<file path="src/rtl/dqs_rx_calib.sv">
// -----------------------------------------------------------------------------
// dqs_rx_calib
//
// Receive-side DQS calibration engine. Sweeps the IDELAY tap of one DQS/DQ
// lane from 0 to 31. At each tap it waits for the delay line to settle, then
// checks NSAMP consecutive 4-bit deserialized words against PATTERN. The
// longest contiguous run of passing taps is tracked, and at the end of the
// sweep the centre of that run is programmed into the delay line. If the best
// run is shorter than MIN_WIN, or the sweep was aborted because dly_ready
// fell, the previous centre is re-programmed and fail is raised.
//
// Parameters
//   PATTERN  expected sample word while DQS toggles (D1 = bit 0)
//   SETTLE   cycles waited after each tap load before sampling (>= 1)
//   NSAMP    consecutive words that must all match for a tap to pass (1..255)
//   MIN_WIN  minimum passing window length in taps for success (1..32)
//
// Ports
//   clk          lane clock (clk_div domain of the SERDES)
//   rst_n        asynchronous active-low reset
//   start        one-cycle sweep request, ignored while busy
//   dly_ready    IDELAYCTRL ready
//   dqs_samples  deserialized DQS sample word, valid every clk
//   dly_data     tap value presented to idelay_pipe
//   dly_ld       one-cycle load strobe for dly_data
//   dly_set      one-cycle set strobe, the cycle after dly_ld
//   busy         sweep in progress
//   done         one-cycle pulse at sweep end
//   fail         sticky result flag, valid from done until next start
//   center       selected tap; last good value held on fail
//   win_len      length of the best window (0..32)
//   pass_map     (DQS_CAL_HIST_EN only) per-tap pass result of the last sweep
//
// Optional feature macro: DQS_CAL_HIST_EN adds the pass_map output.
// -----------------------------------------------------------------------------
module dqs_rx_calib #(
   parameter logic [3:0] PATTERN = 4'b0101,
   parameter int         SETTLE  = 8,
   parameter int         NSAMP   = 16,
   parameter int         MIN_WIN = 4
) (
   input  logic        clk,
   input  logic        rst_n,
   input  logic        start,
   input  logic        dly_ready,
   input  logic [3:0]  dqs_samples,
   output logic [4:0]  dly_data,
   output logic        dly_ld,
   output logic        dly_set,
   output logic        busy,
   output logic        done,
   output logic        fail,
   output logic [4:0]  center,
   output logic [5:0]  win_len
`ifdef DQS_CAL_HIST_EN
   ,
   output logic [31:0] pass_map
`endif
);

   localparam int CNT_W = 16;
   localparam logic [CNT_W-1:0] SETTLE_LAST = CNT_W'(SETTLE - 1);
   localparam logic [CNT_W-1:0] NSAMP_LAST  = CNT_W'(NSAMP - 1);
   localparam logic [5:0]       MIN_WIN_L   = 6'(MIN_WIN);
   localparam logic [4:0]       LAST_TAP    = 5'd31;

   typedef enum logic [3:0] {
      S_IDLE,
      S_WAIT_RDY,
      S_LOAD,
      S_SET,
      S_SETTLE,
      S_SAMPLE,
      S_EVAL,
      S_FINISH,
      S_FIN_LD,
      S_FIN_SET,
      S_DONE
   } state_t;

   state_t            state_q;
   state_t            state_d;

   logic [4:0]        tap_q;
   logic [CNT_W-1:0]  cnt_q;
   logic              pass_acc_q;
   logic [5:0]        cur_len_q;
   logic [4:0]        cur_start_q;
   logic [5:0]        best_len_q;
   logic [4:0]        best_start_q;
   logic              abort_q;
   logic [4:0]        dly_data_q;

   logic [5:0]        cur_len_n;
   logic [4:0]        cur_start_n;
   logic              sweep_active;

   // Window centre; best_start + len/2 never exceeds 31 because the window
   // itself lies inside taps 0..31, so the 6-bit sum fits in 5 bits.
   function automatic logic [4:0] win_center(input logic [4:0] w_start,
                                             input logic [5:0] w_len);
      logic [5:0] sum;
      sum = {1'b0, w_start} + (w_len >> 1);
      return sum[4:0];
   endfunction

   // States in which the delay line is being swept; losing dly_ready here
   // invalidates the measurement.
   assign sweep_active = (state_q == S_LOAD)   || (state_q == S_SET)    ||
                         (state_q == S_SETTLE) || (state_q == S_SAMPLE) ||
                         (state_q == S_EVAL);

   // ---------------------------------------------------------------- state reg
   always_ff @(posedge clk or negedge rst_n) begin
      if (!rst_n) begin
         state_q <= S_IDLE;
      end else begin
         state_q <= state_d;
      end
   end

   // ---------------------------------------------------------------- next state
   always_comb begin
      state_d = state_q;
      case (state_q)
         S_IDLE:     if (start) state_d = S_WAIT_RDY;
         S_WAIT_RDY: if (dly_ready) state_d = S_LOAD;
         S_LOAD:     state_d = S_SET;
         S_SET:      state_d = S_SETTLE;
         S_SETTLE:   if (cnt_q == SETTLE_LAST) state_d = S_SAMPLE;
         S_SAMPLE:   if (cnt_q == NSAMP_LAST) state_d = S_EVAL;
         S_EVAL:     state_d = (tap_q == LAST_TAP) ? S_FINISH : S_LOAD;
         S_FINISH:   state_d = S_FIN_LD;
         S_FIN_LD:   state_d = S_FIN_SET;
         S_FIN_SET:  state_d = S_DONE;
         S_DONE:     state_d = S_IDLE;
         default:    state_d = S_IDLE;
      endcase
      if (sweep_active && !dly_ready) begin
         state_d = S_FINISH;
      end
   end

   // ---------------------------------------------------------------- outputs
   always_comb begin
      dly_ld   = (state_q == S_LOAD) || (state_q == S_FIN_LD);
      dly_set  = (state_q == S_SET)  || (state_q == S_FIN_SET);
      done     = (state_q == S_DONE);
      busy     = (state_q != S_IDLE) && (state_q != S_DONE);
      dly_data = dly_data_q;
      if (state_q == S_LOAD) begin
         dly_data = tap_q;
      end else if (state_q == S_FIN_LD) begin
         // center was already resolved in FINISH (new or held value)
         dly_data = center;
      end
   end

   // Run tracker update for the tap being evaluated.
   always_comb begin
      cur_len_n   = cur_len_q;
      cur_start_n = cur_start_q;
      if (pass_acc_q) begin
         cur_len_n = cur_len_q + 6'd1;
         if (cur_len_q == 6'd0) begin
            cur_start_n = tap_q;
         end
      end else begin
         cur_len_n = 6'd0;
      end
   end

   // ---------------------------------------------------------------- datapath
   always_ff @(posedge clk or negedge rst_n) begin
      if (!rst_n) begin
         tap_q        <= '0;
         cnt_q        <= '0;
         pass_acc_q   <= 1'b0;
         cur_len_q    <= '0;
         cur_start_q  <= '0;
         best_len_q   <= '0;
         best_start_q <= '0;
         abort_q      <= 1'b0;
         dly_data_q   <= '0;
         fail         <= 1'b0;
         center       <= '0;
         win_len      <= '0;
`ifdef DQS_CAL_HIST_EN
         pass_map     <= '0;
`endif
      end else begin
         case (state_q)
            S_IDLE: begin
               if (start) begin
                  fail       <= 1'b0;
                  best_len_q <= '0;
                  cur_len_q  <= '0;
                  tap_q      <= '0;
                  abort_q    <= 1'b0;
`ifdef DQS_CAL_HIST_EN
                  pass_map   <= '0;
`endif
               end
            end
            S_LOAD: begin
               dly_data_q <= tap_q;
               cnt_q      <= '0;
            end
            S_SETTLE: begin
               // Counter wraps to 0 so SAMPLE starts counting from zero.
               cnt_q      <= (cnt_q == SETTLE_LAST) ? '0 : cnt_q + 1'b1;
               pass_acc_q <= 1'b1;
            end
            S_SAMPLE: begin
               cnt_q      <= (cnt_q == NSAMP_LAST) ? '0 : cnt_q + 1'b1;
               pass_acc_q <= pass_acc_q & (dqs_samples == PATTERN);
            end
            S_EVAL: begin
               cur_len_q   <= cur_len_n;
               cur_start_q <= cur_start_n;
               // Strict compare keeps the earliest window on ties.
               if (cur_len_n > best_len_q) begin
                  best_len_q   <= cur_len_n;
                  best_start_q <= cur_start_n;
               end
`ifdef DQS_CAL_HIST_EN
               pass_map[tap_q] <= pass_acc_q;
`endif
               // No wrap: a run reaching tap 31 ends here with the sweep.
               if (tap_q != LAST_TAP) begin
                  tap_q <= tap_q + 5'd1;
               end
            end
            S_FINISH: begin
               win_len <= best_len_q;
               if (!abort_q && (best_len_q >= MIN_WIN_L)) begin
                  center <= win_center(best_start_q, best_len_q);
                  fail   <= 1'b0;
               end else begin
                  fail   <= 1'b1;
               end
            end
            S_FIN_LD: begin
               dly_data_q <= center;
            end
            default: ;
         endcase
         if (sweep_active && !dly_ready) begin
            abort_q <= 1'b1;
         end
      end
   end

endmodule

</file>
<file path="config.mk">
export PLATFORM = sky130hd
export DESIGN_NAME = dqs_rx_calib
export DESIGN_NICKNAME = d
export VERILOG_FILES = /design/src/rtl/dqs_rx_calib.sv
export SDC_FILE = /design/constraint.sdc
export NUM_CORES = 1
export LEC_CHECK = 0
export BUFFER_PORTS_ARGS = -buffer_cell sky130_fd_sc_hd__buf_2
export CELL_PAD_IN_SITES_DETAIL_PLACEMENT = 2
export CELL_PAD_IN_SITES_GLOBAL_PLACEMENT = 2
export CORE_ASPECT_RATIO = 2
export CORE_MARGIN = 2
export CORE_UTILIZATION = 41
export CTS_CLUSTER_SIZE = 16
export DETAILED_ROUTE_END_ITERATION = 10
export PLACE_DENSITY_LB_ADDON = 0.1
export RECOVER_POWER = 100
export SLEW_MARGIN = 20
export SYNTH_ARGS = -nofsm -noshare
export SYNTH_HDL_FRONTEND = slang
export SYNTH_SLANG_ARGS = --single-unit
</file>
<file path="constraint.sdc">
create_clock -name clk -period 5.4 [get_ports clk]
set_input_delay 0 -clock clk [delete_from_list [all_inputs] [get_ports clk]]
set_output_delay 0 -clock clk [all_outputs]
set_load 0.01 [all_outputs]
</file>
Word-level counts from Yosys, hierarchy flattened --
Cells that the tools add are included.
Cells by class: $add $sub $neg 4, multipliers 0, div/mod/pow operators 0, $lt $le $gt $ge 2, eq/ne operators 23, shift operators 0, multiplexer cells 29, bitwise logic cells 1, reduce and logical (&&, ||, !) cells 29
Operators with widths (count):
- $pmux 16 s3 | 1
- $pmux 4 s10 | 1
- $mux 16 | 2
- $mux 5 | 6
- $pmux 6 s2 | 2
- $eq 4x3->1 const B | 5
- $mux 4 | 5
- $pmux 5 s2 | 2
- $mux 6 | 3
- $add 16x1->16 const B | 1
- $eq 16x3->1 const B | 1
- $eq 16x4->1 const B | 1
- $eq 4x4->1 const B | 3
- $reduce_bool 2->1 | 6
- $reduce_and 2->1 | 5
- $eq 4x2->1 const B | 2
- $add 6x1->6 const B | 1
- $ge 6x3->1 const B | 1
- $gt 6x6->1 | 1
- $logic_not 6->1 | 1
- $logic_or 1x1->1 | 6
- $ne 3x1->1 const B | 2
- $ne 3x3->1 const B | 2
- $reduce_and 3->1 | 2
- other kinds (18) | 26
Word-level totals: bits in registers 66, latch bits 0, RAM bits 0, memory bits (read-only) 0, input bits 8, output and inout bits 21, memories kept 0

Logic depth before layout (Yosys ltp) --
depth in word-level cells 8, gate-level depth with buffers 11, depth with buffers taken out 10

Worst setup path after synthesis --
No wires, ideal clock.
path kind reg2reg, start point register cur_len_q[0], end point register best_len_q[0], setup time 0.125 ns, arrival time 2.231 ns, required time 5.275 ns, path slack 3.044 ns, cell stages (with the launch flop) 12, path buffers 1, clock period less this slack 2.356 ns, cells stage by stage dfrtp_1 -> ha_1 -> nand3_1 -> xor2_1 -> nor2b_1 -> ha_1 -> and4_1 -> o21a_1 -> o21ai_1 -> and2_1 -> buf_6 -> mux2_4
Between the ends: word-level cells in the longest chain between the ends 5
RTL lines:
- start: declaration | line 87 | logic [5:0] cur_len_q;
- start signal: assignment | line 219 | cur_len_q <= cur_len_n;
- $add 6x1->6 * | line 164 | cur_len_n = cur_len_q + 6'd1;
- $mux 6 * | line 163 | if (pass_acc_q) begin
- $gt 6x6->1 | line 222 | if (cur_len_n > best_len_q) begin
- $ne 2x1->1 (no source line)
- $reduce_and 3->1 (no source line)
- end signal: assignment | line 223 | best_len_q <= cur_len_n;
- end: declaration | line 89 | logic [5:0] best_len_q;
Mark *: on every way between the ends. The rest lies on a longest branch, timed or not. The select of a mux whose other input is x is not followed. A chain may end at the register's enable or synchronous reset.

==> impl_metrics.yaml <==
clocking:
  postCtsSetupBuffers: 0
  cts_buffers: 9
  clk_pin_slew_ns: 0.05
  root_buffer: "clkbuf_16"
  clock_latency_ns: 0.33
  htree_levels: 3
  clockBufferDepth: 2
  cts_sinks: 66
  cts_tree: "yes"
die:
  placementRows: 48
  start_util: 0.425
  coreArea_um2: 8650
  die_area_um2: 9780
  num_io_pins: 29
  dieWidth_um: 70.9
  die_h_um: 138
synthesis:
  synth_top_area_frac: 0.450
  synth_flop_cell: "dfrtp_1"
  synth_area_per_cell_um2: 9.79
  synth_simple_gate_area_frac: 0.201
  synthCells: 375
  synth.area.mux_share: 0.0794
  ys_ff_latch: 66
  synth_warnings: 0
  synth_top_area_cell: "dfrtp_1"
  ys_seq_area_frac: 0.450
  synth-compound-area-share: 0.134
  ys_top_cells_by_area: "dfrtp_1, nand2_1, ha_1"
  synth_top_family_by_area: "simple AND/OR/NAND/NOR gates"
  yosys.cell_types.count: 52
  yosys.cell_count.top_type: "dfrtp_1"
  syn_area_um2: 3670
  yosys.area_share.adder: 0.0566
  synth_common_cells: "dfrtp_1, nand2_1, o21ai_0"
  synth-xor-area-share: 0.0286
  synth_fp_nets: 399
  ys_async_sr_fraction: 1.00
  synth_edf_count: 0
min_path:
  holdPathStages: 4
  hold_path.class: "in2reg"
  min_from: "dqs_samples[3]"
  holdPathEnd: "pass_acc_q"
worst_setup_path:
  path_delay_family: "buffers and inverters"
  critPathMaxFanout: 66
  worstPathCellList: "dlygate4sd3_1 -> buf_2 -> clkbuf_1"
  end_kind: "asynchronous set/reset pin"
  worst-path-stages: 3
  required_ns: 4.99
  reg2reg_to: "best_len_q[4]"
  reg2reg_depth: 10
  path_buf_inv: 3
  critical_path_class: "in2async"
  cpMaxStageDelayCell: "clkbuf_1"
  cpPeakStageDelay_ns: 2.58
  r2r_start: "cur_len_q[1]"
  r2r_slack_ns: 1.76
  critPathLaunchType: "input port"
  cp_data_arrival_time_ns: 3.24
placed_design:
  placed_area_um2: 3840
  io_buffers: 28
  gp_congestion: 0.820
  dp_cells: 488
  dp_hpwl_um: 8010
route:
  drtIter0Drc: 112
  top_layer_used: "met4"
  wirelength_um: 10800
  routedWlPerCell_um: 21.5
  wl_met3_um: 214
  vias_per_cell: 5.80
  dr_wl_met2_um: 6700
  met1Wirelength_um: 3640
  drcViolationCount: 0
  drt-pass1-iter-count: 4
  detail-route-antenna-nets: 0
  num_vias: 2924
sta:
  clock_skew_ns: 0.00429
  min_period_ns: 3.65
  tns_ns: 0
  fmax_mhz: 274
  slew_violations: 67
  setup_viol: 0
  grt_setup_unrepaired: "no"
  hold_viol_final: 0
  slew_headroom: -1.47
  worst_pin_slew_ns: 3.70
  min_period_over_period: 0.677
grt:
  grt_antenna_before_repair: 0
  grt_overflow: 0
  grtUsageTotal: 0.241
  grt_pass1_wl_um: 17700
  grt_max_degree: 67
  grt_pass1_vias: 3381
power_and_ir_drop:
  cellPowerDensity_nw_per_um2: 512
  leakage_uw: 0.00198
  peakVddDrop_uv: 200
cells_and_area:
  fill_cells: 969
  fin_nets: 424
  antenna_cells: 0
  fin_cells: 504
  area_delta_synth_final_pct: 11.1
  final_area_um2: 4080
  drive_gt1_frac: 0.0817
  utilization: 0.472
outcome:
  violations: "capacitance limit, slew limit"
  status: "finished, violations left"
job:
  max-cap-violations: 1
[worst max-delay path by stage]
| stage | startpoint | endpoint | slack [ns] |
|---|---|---|---|
| 2_1_floorplan | cur_len_q[0] | best_len_q[0] | 3.04 |
| 5_1_grt | rst_n | dly_data_q[0] | 1.11 |
| 3_5_place_dp | cur_len_q[2] | best_len_q[4] | 2.26 |
| 6_report | rst_n | tap_q[1] | 1.75 |
| 3_3_place_gp | cur_len_q[2] | best_len_q[0] | 2.44 |
| 4_1_cts | cur_len_q[1] | best_len_q[4] | 2.11 |
[state kept, by name, summed over array words and instances (netlist names)]
name          count
best_start_q      5
tap_q             5
cur_len_q         6
abort_q           1
state_q           4
cur_start_q       5
best_len_q        6
cnt_q            16
pass_acc_q        1
fail              1
dly_data_q        5
center            5
win_len           6
[power breakdown]
| group | internal, uW | total [uW] | switching, uW |
|---|---|---|---|
| clock | 392 | 598 | 206 |
| combinational | 264 | 719 | 455 |
| sequential | 610 | 772 | 162 |
| total | 1270 | 2090 | 823 |
[tightest hold or removal path, cell delays in order]
cell      delay [ns]
buf_2           0.07
nor4bb_1        0.04
o21ai_0         0.13
o21ai_0         0.08
[stage by stage]
step / setup slack (ns) / total power (uW) / hold WS, ns
finish: 1.75 / 2090 / 0.0427
CTS: 2.11 / 2150 / 0.0408
global route: 1.11 / 2230 / 0.0707
global placement: 2.44 / 1480 / 0.250
floorplan: 3.04 / 1280 / -0.296
detailed placement: 2.26 / 1530 / 0.256
[logic make-up (layout without fill, tap and decap cells)]
family / after synthesis / after routing
AO/OA/AOI/OAI: 81 / 81
buffers and inverters: 38 / 67
adder cells (fa/ha/maj): 16 / 16
XOR/XNOR: 12 / 12
AND/OR/NAND/NOR: 138 / 138
multiplexers: 24 / 24
flip-flops: 66 / 66
[what timing repair did]
item	4_1_cts	5_1_grt
gates resized for setup	0	0
hold buffers	1	0
hold endpoints to repair	66	0
[layer usage]
| layer | GRT usage | up-vias |
|---|---|---|
| li1 | - | 1377 |
| met1 | 0.225 | 1490 |
| met2 | 0.495 | 42 |
| met3 | 0.0373 | 15 |
| met4 | 0.0996 | 0 |
| met5 | 0 | - |
[layout make-up]
| type | instances | area, um2 | area share |
|---|---|---|---|
| Sequential cell | 66 | 1650 | 0.405 |
| Timing Repair Buffer | 30 | 128 | 0.0313 |
| Inverter | 22 | 82.6 | 0.0202 |
| Tap cell | 100 | 125 | 0.0307 |
| Clock inverter | 2 | 35.0 | 0.00858 |
| Multi-Input combinational cell | 271 | 1790 | 0.438 |
| Clock buffer | 13 | 270 | 0.0662 |
[cell usage in the layout, fill, tap and decap left out, drive strengths merged, types with 3 or more instances in the layout]
cell type	synthesis	routed
a21oi	15	15
dfrtp	66	66
nand3	14	14
xor2	4	4
buf	9	7
mux2	14	14
a31oi	7	7
nor3	4	4
and2	6	6
inv	22	22
a22o	4	4
a21o	9	9
nor2b	3	3
nor4	6	6
xnor2	8	8
o21ai	33	33
and3	6	6
nand4	4	4
clkbuf	7	35
nand2	52	52
ha	15	15
a22oi	6	6
or3	7	7
mux2i	10	10
nor3b	3	3
nand2b	5	5
nor2	19	19
and4	4	4
No activity file was read; power rests on OpenSTA's default activity.
